$ cat src/rtl/pad_mux_seq_pkg.sv
// Shared types and defaults for the pad mux sequencer.
// States of the change sequence plus default pad geometry.
package pad_mux_seq_pkg;

    typedef enum logic [1:0] {
        IDLE,
        SETTLE,
        SWITCH,
        HOLD
    } pms_state_e;

    localparam int PMS_CFG_W = 6;
    localparam int PMS_NPADS = 32;

endpackage

$ cat src/rtl/pad_mux_seq_cnt.sv
// Down-counter for the settle and hold phases.
// Loads a start value, counts to zero and reports zero.
module pad_mux_seq_cnt #(
    parameter int W = 3
) (
    input  logic         clk,
    input  logic         rst_n,
    input  logic         load,
    input  logic         en,
    input  logic [W-1:0] load_val,
    output logic         zero
);

    logic [W-1:0] cnt_q;

    // Load has priority; decrement stops at zero.
    always_ff @(posedge clk) begin
        if (!rst_n) begin
            cnt_q <= '0;
        end else if (load) begin
            cnt_q <= load_val;
        end else if (en && (cnt_q != '0)) begin
            cnt_q <= cnt_q - W'(1);
        end
    end

    assign zero = (cnt_q == '0);

endmodule

$ cat src/rtl/pad_mux_sequencer.sv
// Glitch-free pad mux/config switcher with forced output disable.
// Optional done pulse and sticky flag: PAD_MUX_SEQ_DONE_IRQ_EN.
module pad_mux_sequencer
    import pad_mux_seq_pkg::*;
#(
    parameter int NPADS      = PMS_NPADS,
    parameter int CFG_W      = PMS_CFG_W,
    parameter int SETTLE_CYC = 4,
    parameter int HOLD_CYC   = 2
) (
    input  logic                   clk,
    input  logic                   rst_n,
    input  logic [NPADS-1:0]       mux_req_i,
    input  logic [NPADS*CFG_W-1:0] cfg_req_i,
    output logic [NPADS-1:0]       pad_mux_o,
    output logic [NPADS*CFG_W-1:0] pad_cfg_o,
    output logic [NPADS-1:0]       oen_force_o,
    output logic                   busy_o
`ifdef PAD_MUX_SEQ_DONE_IRQ_EN
   ,input  logic                   done_clr_i
   ,output logic                   done_o
   ,output logic                   done_sticky_o
`endif
);

    localparam int CNT_MAX = (SETTLE_CYC > HOLD_CYC) ? SETTLE_CYC : HOLD_CYC;
    localparam int CNT_W   = $clog2(CNT_MAX + 1);
    localparam logic [CNT_W-1:0] SET_LD  = CNT_W'(SETTLE_CYC - 1);
    localparam logic [CNT_W-1:0] HOLD_LD = CNT_W'(HOLD_CYC - 1);
    localparam int CW = NPADS * CFG_W;

    pms_state_e state_q, state_d;

    logic [NPADS-1:0] mux_q, mux_d;
    logic [CW-1:0]    cfg_q, cfg_d;
    logic [NPADS-1:0] oen_q, oen_d;
    logic             busy_q, busy_d;
    logic [NPADS-1:0] mux_snap;
    logic [CW-1:0]    cfg_snap;
    logic             snap_en;
    logic [NPADS-1:0] chg;

    logic             cnt_load;
    logic             cnt_en;
    logic [CNT_W-1:0] cnt_val;
    logic             cnt_zero;

    pad_mux_seq_cnt #(
        .W (CNT_W)
    ) u_cnt (
        .clk      (clk),
        .rst_n    (rst_n),
        .load     (cnt_load),
        .en       (cnt_en),
        .load_val (cnt_val),
        .zero     (cnt_zero)
    );

    // Pads whose requested mux or config differs from what is applied.
    always_comb begin
        chg = '0;
        for (int i = 0; i < NPADS; i++) begin
            chg[i] = (mux_req_i[i] != mux_q[i])
                   | (cfg_req_i[i*CFG_W +: CFG_W]
                      != cfg_q[i*CFG_W +: CFG_W]);
        end
    end

    // Next state and next register values for the sequence.
    always_comb begin
        state_d  = state_q;
        mux_d    = mux_q;
        cfg_d    = cfg_q;
        oen_d    = oen_q;
        busy_d   = busy_q;
        snap_en  = 1'b0;
        cnt_load = 1'b0;
        cnt_en   = 1'b0;
        cnt_val  = '0;
        unique case (state_q)
            IDLE: begin
                if (|chg) begin
                    state_d  = SETTLE;
                    snap_en  = 1'b1;
                    oen_d    = chg;
                    busy_d   = 1'b1;
                    cnt_load = 1'b1;
                    cnt_val  = SET_LD;
                end
            end
            SETTLE: begin
                if (cnt_zero) begin
                    state_d = SWITCH;
                end else begin
                    cnt_en = 1'b1;
                end
            end
            SWITCH: begin
                mux_d    = mux_snap;
                cfg_d    = cfg_snap;
                cnt_load = 1'b1;
                cnt_val  = HOLD_LD;
                state_d  = HOLD;
            end
            HOLD: begin
                if (cnt_zero) begin
                    state_d = IDLE;
                    oen_d   = '0;
                    busy_d  = 1'b0;
                end else begin
                    cnt_en = 1'b1;
                end
            end
        endcase
    end

    // State, applied outputs and request snapshot registers.
    always_ff @(posedge clk) begin
        if (!rst_n) begin
            state_q  <= IDLE;
            mux_q    <= '0;
            cfg_q    <= '0;
            oen_q    <= '0;
            busy_q   <= 1'b0;
            mux_snap <= '0;
            cfg_snap <= '0;
        end else begin
            state_q <= state_d;
            mux_q   <= mux_d;
            cfg_q   <= cfg_d;
            oen_q   <= oen_d;
            busy_q  <= busy_d;
            if (snap_en) begin
                mux_snap <= mux_req_i;
                cfg_snap <= cfg_req_i;
            end
        end
    end

    assign pad_mux_o   = mux_q;
    assign pad_cfg_o   = cfg_q;
    assign oen_force_o = oen_q;
    assign busy_o      = busy_q;

`ifdef PAD_MUX_SEQ_DONE_IRQ_EN
    logic done_set;
    logic done_q;
    logic sticky_q;

    assign done_set = (state_q == HOLD) && cnt_zero;

    // One-cycle done pulse and sticky flag; set beats clear.
    always_ff @(posedge clk) begin
        if (!rst_n) begin
            done_q   <= 1'b0;
            sticky_q <= 1'b0;
        end else begin
            done_q   <= done_set;
            sticky_q <= done_set | (sticky_q & ~done_clr_i);
        end
    end

    assign done_o        = done_q;
    assign done_sticky_o = sticky_q;
`endif

endmodule

$ cat config.mk
export PLATFORM = sky130hd
export DESIGN_NAME = pad_mux_sequencer
export DESIGN_NICKNAME = d
export VERILOG_FILES = /design/src/rtl/pad_mux_seq_pkg.sv /design/src/rtl/pad_mux_seq_cnt.sv /design/src/rtl/pad_mux_sequencer.sv
export SDC_FILE = /design/constraint.sdc
export NUM_CORES = 1
export LEC_CHECK = 0
export BUFFER_PORTS_ARGS = -buffer_cell sky130_fd_sc_hd__buf_2
export CAP_MARGIN = 20
export CORE_MARGIN = 5
export CORE_UTILIZATION = 49
export CTS_CLUSTER_DIAMETER = 50
export DETAILED_ROUTE_END_ITERATION = 8
export GPL_ROUTABILITY_DRIVEN = 1
export GPL_TIMING_DRIVEN = 1
export PLACE_DENSITY = 0.88
export SKIP_CTS_REPAIR_TIMING = 1
export SLEW_MARGIN = 20
export SYNTH_ARGS = -nofsm -noshare
export SYNTH_HDL_FRONTEND = slang
export SYNTH_SLANG_ARGS = --single-unit
$ cat constraint.sdc
create_clock -name clk -period 2.75 [get_ports clk]
set_clock_uncertainty 0.2 [all_clocks]
set_input_delay 0.55 -clock clk [delete_from_list [all_inputs] [get_ports clk]]
set_output_delay 0.55 -clock clk [all_outputs]
set_load 0.02 [all_outputs]
==> results.json, run 1 <==
{
  "cp-end-kind": "flop",
  "drc_errors": 0,
  "routed.top_layer": "met5",
  "crit_type": "flop to flop",
  "wl_per_cell_um": 20.8,
  "finalWirelength_um": 68300,
  "synth_area_um2": 20300,
  "die_h_um": 214,
  "vdd_drop_max_mv": 0.666,
  "period_minus_slack_ns": 2.98,
  "drive_gt1_share_pct": 29.8,
  "ys_top_cells_by_area": "dfxtp_1 (48%), mux2i_1 (22%), nand2_1 (8.3%), xor2_1 (5.6%), nor2_1 (4.2%)",
  "stdcell_count": 3287,
  "synthArstFlopShare_pct": 0,
  "cts_root_buf": "clkbuf_16",
  "die_area_um2": 45600,
  "yosys.cell_count.top_type": "dfxtp_1",
  "synth_top_cells_by_count": "dfxtp_1 (486), nand2_1 (450), mux2i_1 (448)",
  "cts_num_sinks": 486,
  "portBuffers": 482,
  "synth-seq-area-share_pct": 47.9,
  "wl_met2_um": 33600,
  "slew_headroom_pct": 42.9,
  "cts.path.max_buffers": 3,
  "dp_cells": 3132,
  "clk_pin_slew_ns": 0.06,
  "powerDensity_nw_per_um2": 1020,
  "die_x_um": 214,
  "rsz0062_at_grt": "yes",
  "cp_top_family": "simple AND/OR/NAND/NOR gates",
  "cp.buffers_inverters": 4,
  "ios": 483,
  "report.final.slew_viol_count": 0,
  "synthCells": 2112,
  "hold_path.class": "input port to flop",
  "power_switching_mw": 9.61,
  "grt_pass1_vias": 17898,
  "clock_latency_ns": 0.60,
  "grt_max_degree": 146,
  "wl_met1_um": 25600,
  "post_drt_via_cell_ratio": 5.50,
  "setup_viol": 260,
  "detailed_place_hpwl_um": 43200,
  "ys_warn_count": 0,
  "numCtsBuffers": 53,
  "htree_levels": 2,
  "critPathSlowestCell": "nor4_1",
  "multi_input_area_um2": 10300,
  "netSwitchingFraction_pct": 34.8,
  "grt_use_total_pct": 25.5,
  "cp_slowest_stage_delay_ns": 0.42,
  "synth_top_area_share_pct": 47.9,
  "crit_fanout": 10,
  "arrival_ns": 3.29,
  "status": "finished, violations left",
  "place_congestion": 0.915,
  "synth_edf_count": 0,
  "p_comb_share_pct": 38.3,
  "clock_power_share_pct": 26.5,
  "nets": 2944,
  "power_frac_seq_pct": 35.2,
  "syn_to_final_growth_pct": 33.8,
  "ys_ff_latch": 486,
  "violations": "negative setup slack",
  "clock.fmax_ghz": 0.336,
  "ant_nets": 0,
  "drt_pass1_iterations": 5,
  "p_int_mw": 18.0,
  "num_vias": 18071,
  "finalWorstSetupSlack_ns": -0.225,
  "maxCapViolCount": 0,
  "tightestPinTransition_ns": 0.857,
  "antenna_found_initial": 6,
  "initial_core_util_pct": 49.7,
  "required_ns": 3.06,
  "synth_nets": 2345,
  "wl_met3_um": 4960,
  "grt_first_pass_wirelength_um": 94400,
  "synth_ff_type": "dfxtp_1",
  "report.final.hold_viol_count": 0,
  "fill_cells": 2844,
  "syn_avg_cell_area_um2": 9.62,
  "period_share_pct": 108,
  "power_mw": 27.6,
  "synth_top_cell_by_area": "dfxtp_1",
  "cts_tree": "done",
  "core_um2": 40900,
  "start_kind": "flop",
  "drt_iter0_markers": 1512,
  "path_cells": "xor2_1 -> nor4_1 -> nand4_1 -> nor4_2 -> buf_4 -> and4_4 -> a21oi_4 -> buf_12 -> buf_12 -> clkbuf_16 -> mux2i_1",
  "cp_common_cell": "buf_12",
  "regArea_um2": 9740,
  "grt-ovfl-total": 0,
  "row_count": 74,
  "leakagePower_nw": 12.8,
  "ys_types": 35
}
==> worst min-delay path: cells and delay by family <==
family,cells,cell delay (ns)
buffers and inverters,1,0.11
AND/OR/NAND/NOR,1,0.05
multiplexers,1,0.05
==> area by class of cell <==
type | instances | share of cell area [%]
flip-flops and latches | 486 | 35.8
clock inverters | 15 | 0.865
repair buffers | 679 | 17.0
diodes | 5 | 0.0460
inverters | 6 | 0.101
well taps | 532 | 2.45
multi-input cells | 1485 | 38.0
clock buffers | 79 | 5.72
==> metrics by stage <==
step	setup TNS, ns	hold WS (ns)	cell area (um^2)	worst slack [ns]	util, %
2_1_floorplan	0	0.234	20300	0.0912	-
3_3_place_gp	-219.47	0.235	24100	-0.900	58.9
3_5_place_dp	-224.48	0.247	24100	-0.932	58.9
4_1_cts	-144.94	-0.0145	25900	-0.620	63.3
5_1_grt	-43.89	0.00285	27200	-0.275	66.4
6_report	-29.28	0.0140	27200	-0.225	66.4
==> metal layers <==
metal	track usage (%)	up-vias
li1	-	8222
met3	5.90	271
met1	29.8	8685
met5	0	-
met2	44.3	891
met4	12.5	2
==> flip-flops by register name, summed over array words and instances (netlist names) <==
register and count:
busy_o 1, cfg_snap 192, mux_snap 32, oen_force_o 32, pad_cfg_o 192, pad_mux_o 32
state_q 2, u_cnt.cnt_q 3
==> power groups by stage <==
| stage | registers [mW] | clock network (mW) | logic (mW) |
|---|---|---|---|
| after floorplan | 10.3 | 0 | 5.08 |
| after CTS | 9.68 | 7.41 | 8.24 |
| after global routing | 9.88 | 7.73 | 11.0 |
| final | 9.73 | 7.33 | 10.6 |
| after global placement | 9.67 | 0 | 7.95 |
| after detailed placement | 9.80 | 0 | 8.18 |
==> logic make-up after synthesis <==
| family | after synthesis | synth area share [%] |
|---|---|---|
| adders and majority gates | 7 | 0.431 |
| xor gates and xnor gates | 226 | 9.74 |
| DFF | 486 | 47.9 |
| AOI/OAI and AO/OA | 46 | 1.93 |
| buffers and inverters | 141 | 2.93 |
| and+or+nand+nor | 758 | 15.0 |
| muxes | 448 | 22.1 |
==> placed cells by master, fill, tap and decap left out, drive strengths merged, types with 2 or more instances in the layout <==
master	synthesis	routed
buf	51	665
dfxtp	486	486
nand2	450	450
mux2i	448	448
nor2	227	227
xor2	129	129
xnor2	97	97
clkbuf	84	93
nor4	41	41
nand4	32	32
a22o	32	32
inv	6	12
ha	7	7
diode	0	5
bufinv	0	5
clkinv	0	4
and4	2	2
a211oi	2	2
nand3	2	2
a21oi	2	2
==> path summary, 6_finish.rpt <==
kind / depth (start not counted) / slack [ns] / end / start
worst max-delay path: 11 / -0.23 / mux_snap[24] / pad_cfg_o[152]
worst min-delay path: 3 / 0.01 / cfg_snap[167] / cfg_req_i[167]
worst max register to register: 11 / -0.23 / mux_snap[24] / pad_cfg_o[152]
worst min register to register: 2 / 0.26 / cfg_snap[167] / cfg_snap[167]
Power figures use the tool's default switching activity.
==> inputs of run 2 (changes only) <==
Settings changed: PLACE_DENSITY 0.88 to 0.87, SYNTH_HIERARCHICAL set to 1.
==> run 2 against run 1 <==
Compared with the run above:
- the flow still finishes with violations (negative setup slack)
- fmax fell by 2.9%
- critical path depth increased by 1
- register-to-register slack got worse by 0.09 ns
- non-clock buffer count fell by 39
==> results.json, run 2 <==
{
  "status": "finished, violations left",
  "violations": "negative setup slack",
  "grt-ovfl-total": 0,
  "post_drt_via_cell_ratio": 5.22,
  "place_congestion": 0.875,
  "clock.fmax_ghz": 0.326,
  "drive_gt1_share_pct": 27.9,
  "fin_area_um2": 27200,
  "syn_to_final_growth_pct": 29.7,
  "detailed_place_hpwl_um": 43200,
  "grt_pass1_vias": 17455,
  "drt_iter0_markers": 1109,
  "stdcell_count": 3274,
  "die_x_um": 217,
  "crit_type": "flop to flop",
  "power_mw": 26.8,
  "synth_area_um2": 21000,
  "drc_errors": 0,
  "powerDensity_nw_per_um2": 983,
  "syn_avg_cell_area_um2": 9.91,
  "grt_first_pass_wirelength_um": 93400,
  "synth-seq-area-share_pct": 46.3,
  "htree_levels": 2,
  "synthCells": 2118,
  "layout_common_cells": "dfxtp_1 (485), buf_2 (481), nand2_1 (454)",
  "core_um2": 42100,
  "synth_ff_type": "dfxtp_1",
  "initial_core_util_pct": 49.8,
  "period_share_pct": 111,
  "report.final.hold_viol_count": 0,
  "row_count": 75,
  "yosys.cell_count.top_type": "dfxtp_1",
  "ys_ff_latch": 486,
  "tightestPinTransition_ns": 0.684,
  "cp-end-kind": "flop",
  "final_common_cell": "dfxtp_1",
  "ys_warn_count": 6,
  "placed_cell_area_um2": 24700,
  "numCtsBuffers": 55,
  "finalWorstSetupSlack_ns": -0.314,
  "num_vias": 17081,
  "drt_pass1_iterations": 5,
  "synth_nets": 2350,
  "synthArstFlopShare_pct": 0,
  "cts_num_sinks": 486,
  "synth_top_cells_by_count": "dfxtp_1 (486), nand2_1 (454), mux2i_1 (448)",
  "report.final.slew_viol_count": 0,
  "vdd_drop_max_mv": 0.677,
  "dp_cells": 3141,
  "fill_cells": 3111,
  "period_minus_slack_ns": 3.06,
  "die_area_um2": 47100,
  "fin_setup_tns_ns": -55.23,
  "cts.path.max_buffers": 3,
  "grt_max_degree": 187,
  "ios": 483,
  "arrival_ns": 3.33,
  "leakagePower_nw": 12.4,
  "ys_types": 37,
  "finalWirelength_um": 62700,
  "start_kind": "flop",
  "synth_edf_count": 0,
  "grt_use_total_pct": 24.3,
  "portBuffers": 482,
  "ant_nets": 0,
  "wl_per_cell_um": 19.2,
  "cts_tree": "done",
  "antenna_found_initial": 7,
  "hold_path.class": "input port to flop",
  "clk_pin_slew_ns": 0.07,
  "synth_top_area_share_pct": 46.3,
  "die_h_um": 217,
  "cts_root_buf": "clkbuf_16",
  "clock_latency_ns": 0.60,
  "ys_top_cells_by_area": "dfxtp_1 (46%), mux2i_1 (21%), nand2_1 (8.1%), nor2b_1 (6.7%), xor2_1 (5.3%)",
  "required_ns": 3.02,
  "synth_top_cell_by_area": "dfxtp_1",
  "rsz0062_at_grt": "yes",
  "maxCapViolCount": 0,
  "slew_headroom_pct": 54.4,
  "setup_viol": 260,
  "crit_fanout": 10,
  "nets": 2915
}
## run 2: changes by cell type after synthesis, moves of 2 or more
| cell | delta |
|---|---|
| clkbuf_1 | +8 |
| buf_6 | +13 |
| o311ai_0 | +2 |
| nand4_1 | +2 |
| buf_2 | -15 |
| a21boi_0 | +2 |
| buf_1 | -10 |
| nor2b_1 | +223 |
| nand2_1 | +4 |
| o211ai_1 | +2 |
| nor2_1 | -224 |
| nand3b_1 | +2 |
## run 2: final timing paths
kind	slack (ns)	cells past startpoint	to	startpoint
min reg2reg	0.26	2	mux_snap[22]	mux_snap[22]
min	0.01	3	cfg_snap[95]	cfg_req_i[95]
max reg2reg	-0.31	12	cfg_snap[161]	pad_cfg_o[137]
max	-0.31	12	cfg_snap[161]	pad_cfg_o[137]
## run 2: kinds of logic (layout without fill, tap and decap cells)
logic type	count (synthesis)	count (layout)	synth area share, %
buffers and inverters	138	748	3.18
and+or+nand+nor	768	768	17.5
other	1	8	0.0179
muxes	448	448	21.4
xor gates and xnor gates	225	225	9.39
AOI/OAI and AO/OA	46	46	1.85
DFF	486	486	46.3
adders and majority gates	6	6	0.358
## run 2: area by class of cell
cell class | count | area, um^2 | area share (%)
clock buffer | 80 | 1620 | 5.95
tap | 539 | 674 | 2.48
sequential | 486 | 9730 | 35.7
clock inverter | 22 | 283 | 1.04
antenna | 7 | 17.5 | 0.0643
multi-input combinational | 1494 | 10800 | 39.7
inverter | 6 | 25.0 | 0.0919
timing repair buffer | 640 | 4090 | 15.0
## run 2: stage by stage
step	utilization, %	setup slack, ns	hold WS [ns]
after global placement	58.7	-0.860	0.241
final	64.6	-0.314	0.0122
after detailed placement	58.7	-0.842	0.247
after floorplan	-	-0.0161	0.234
after global routing	64.6	-0.351	-0.00537
after CTS	63.2	-0.545	-0.0224
## run 2: critical path: stages, from the launching register on
cell and delay [ns]:
dfxtp_1 0.34, xor2_1 0.17, nor4_1 0.43, nand4_1 0.15, buf_4 0.20, nor4_4 0.36, buf_4 0.18, and4_4 0.24
a21boi_4 0.10, buf_12 0.18, buf_12 0.14, clkbuf_16 0.16, mux2i_1 0.12
## run 2: power breakdown
group | total (mW) | switching (mW) | internal [mW]
clock network | 7.60 | 3.01 | 4.58
logic | 9.45 | 5.08 | 4.37
registers | 9.72 | 1.05 | 8.67
## run 2: layer usage
metal  wire [um]  vias up  global-route usage, %
li1            -     8179                      -
met1       25000     8125                   28.3
met2       30400      599                   41.8
met3        4550      176                   7.09
met4        2730        2                   10.0
met5          13        -                      0
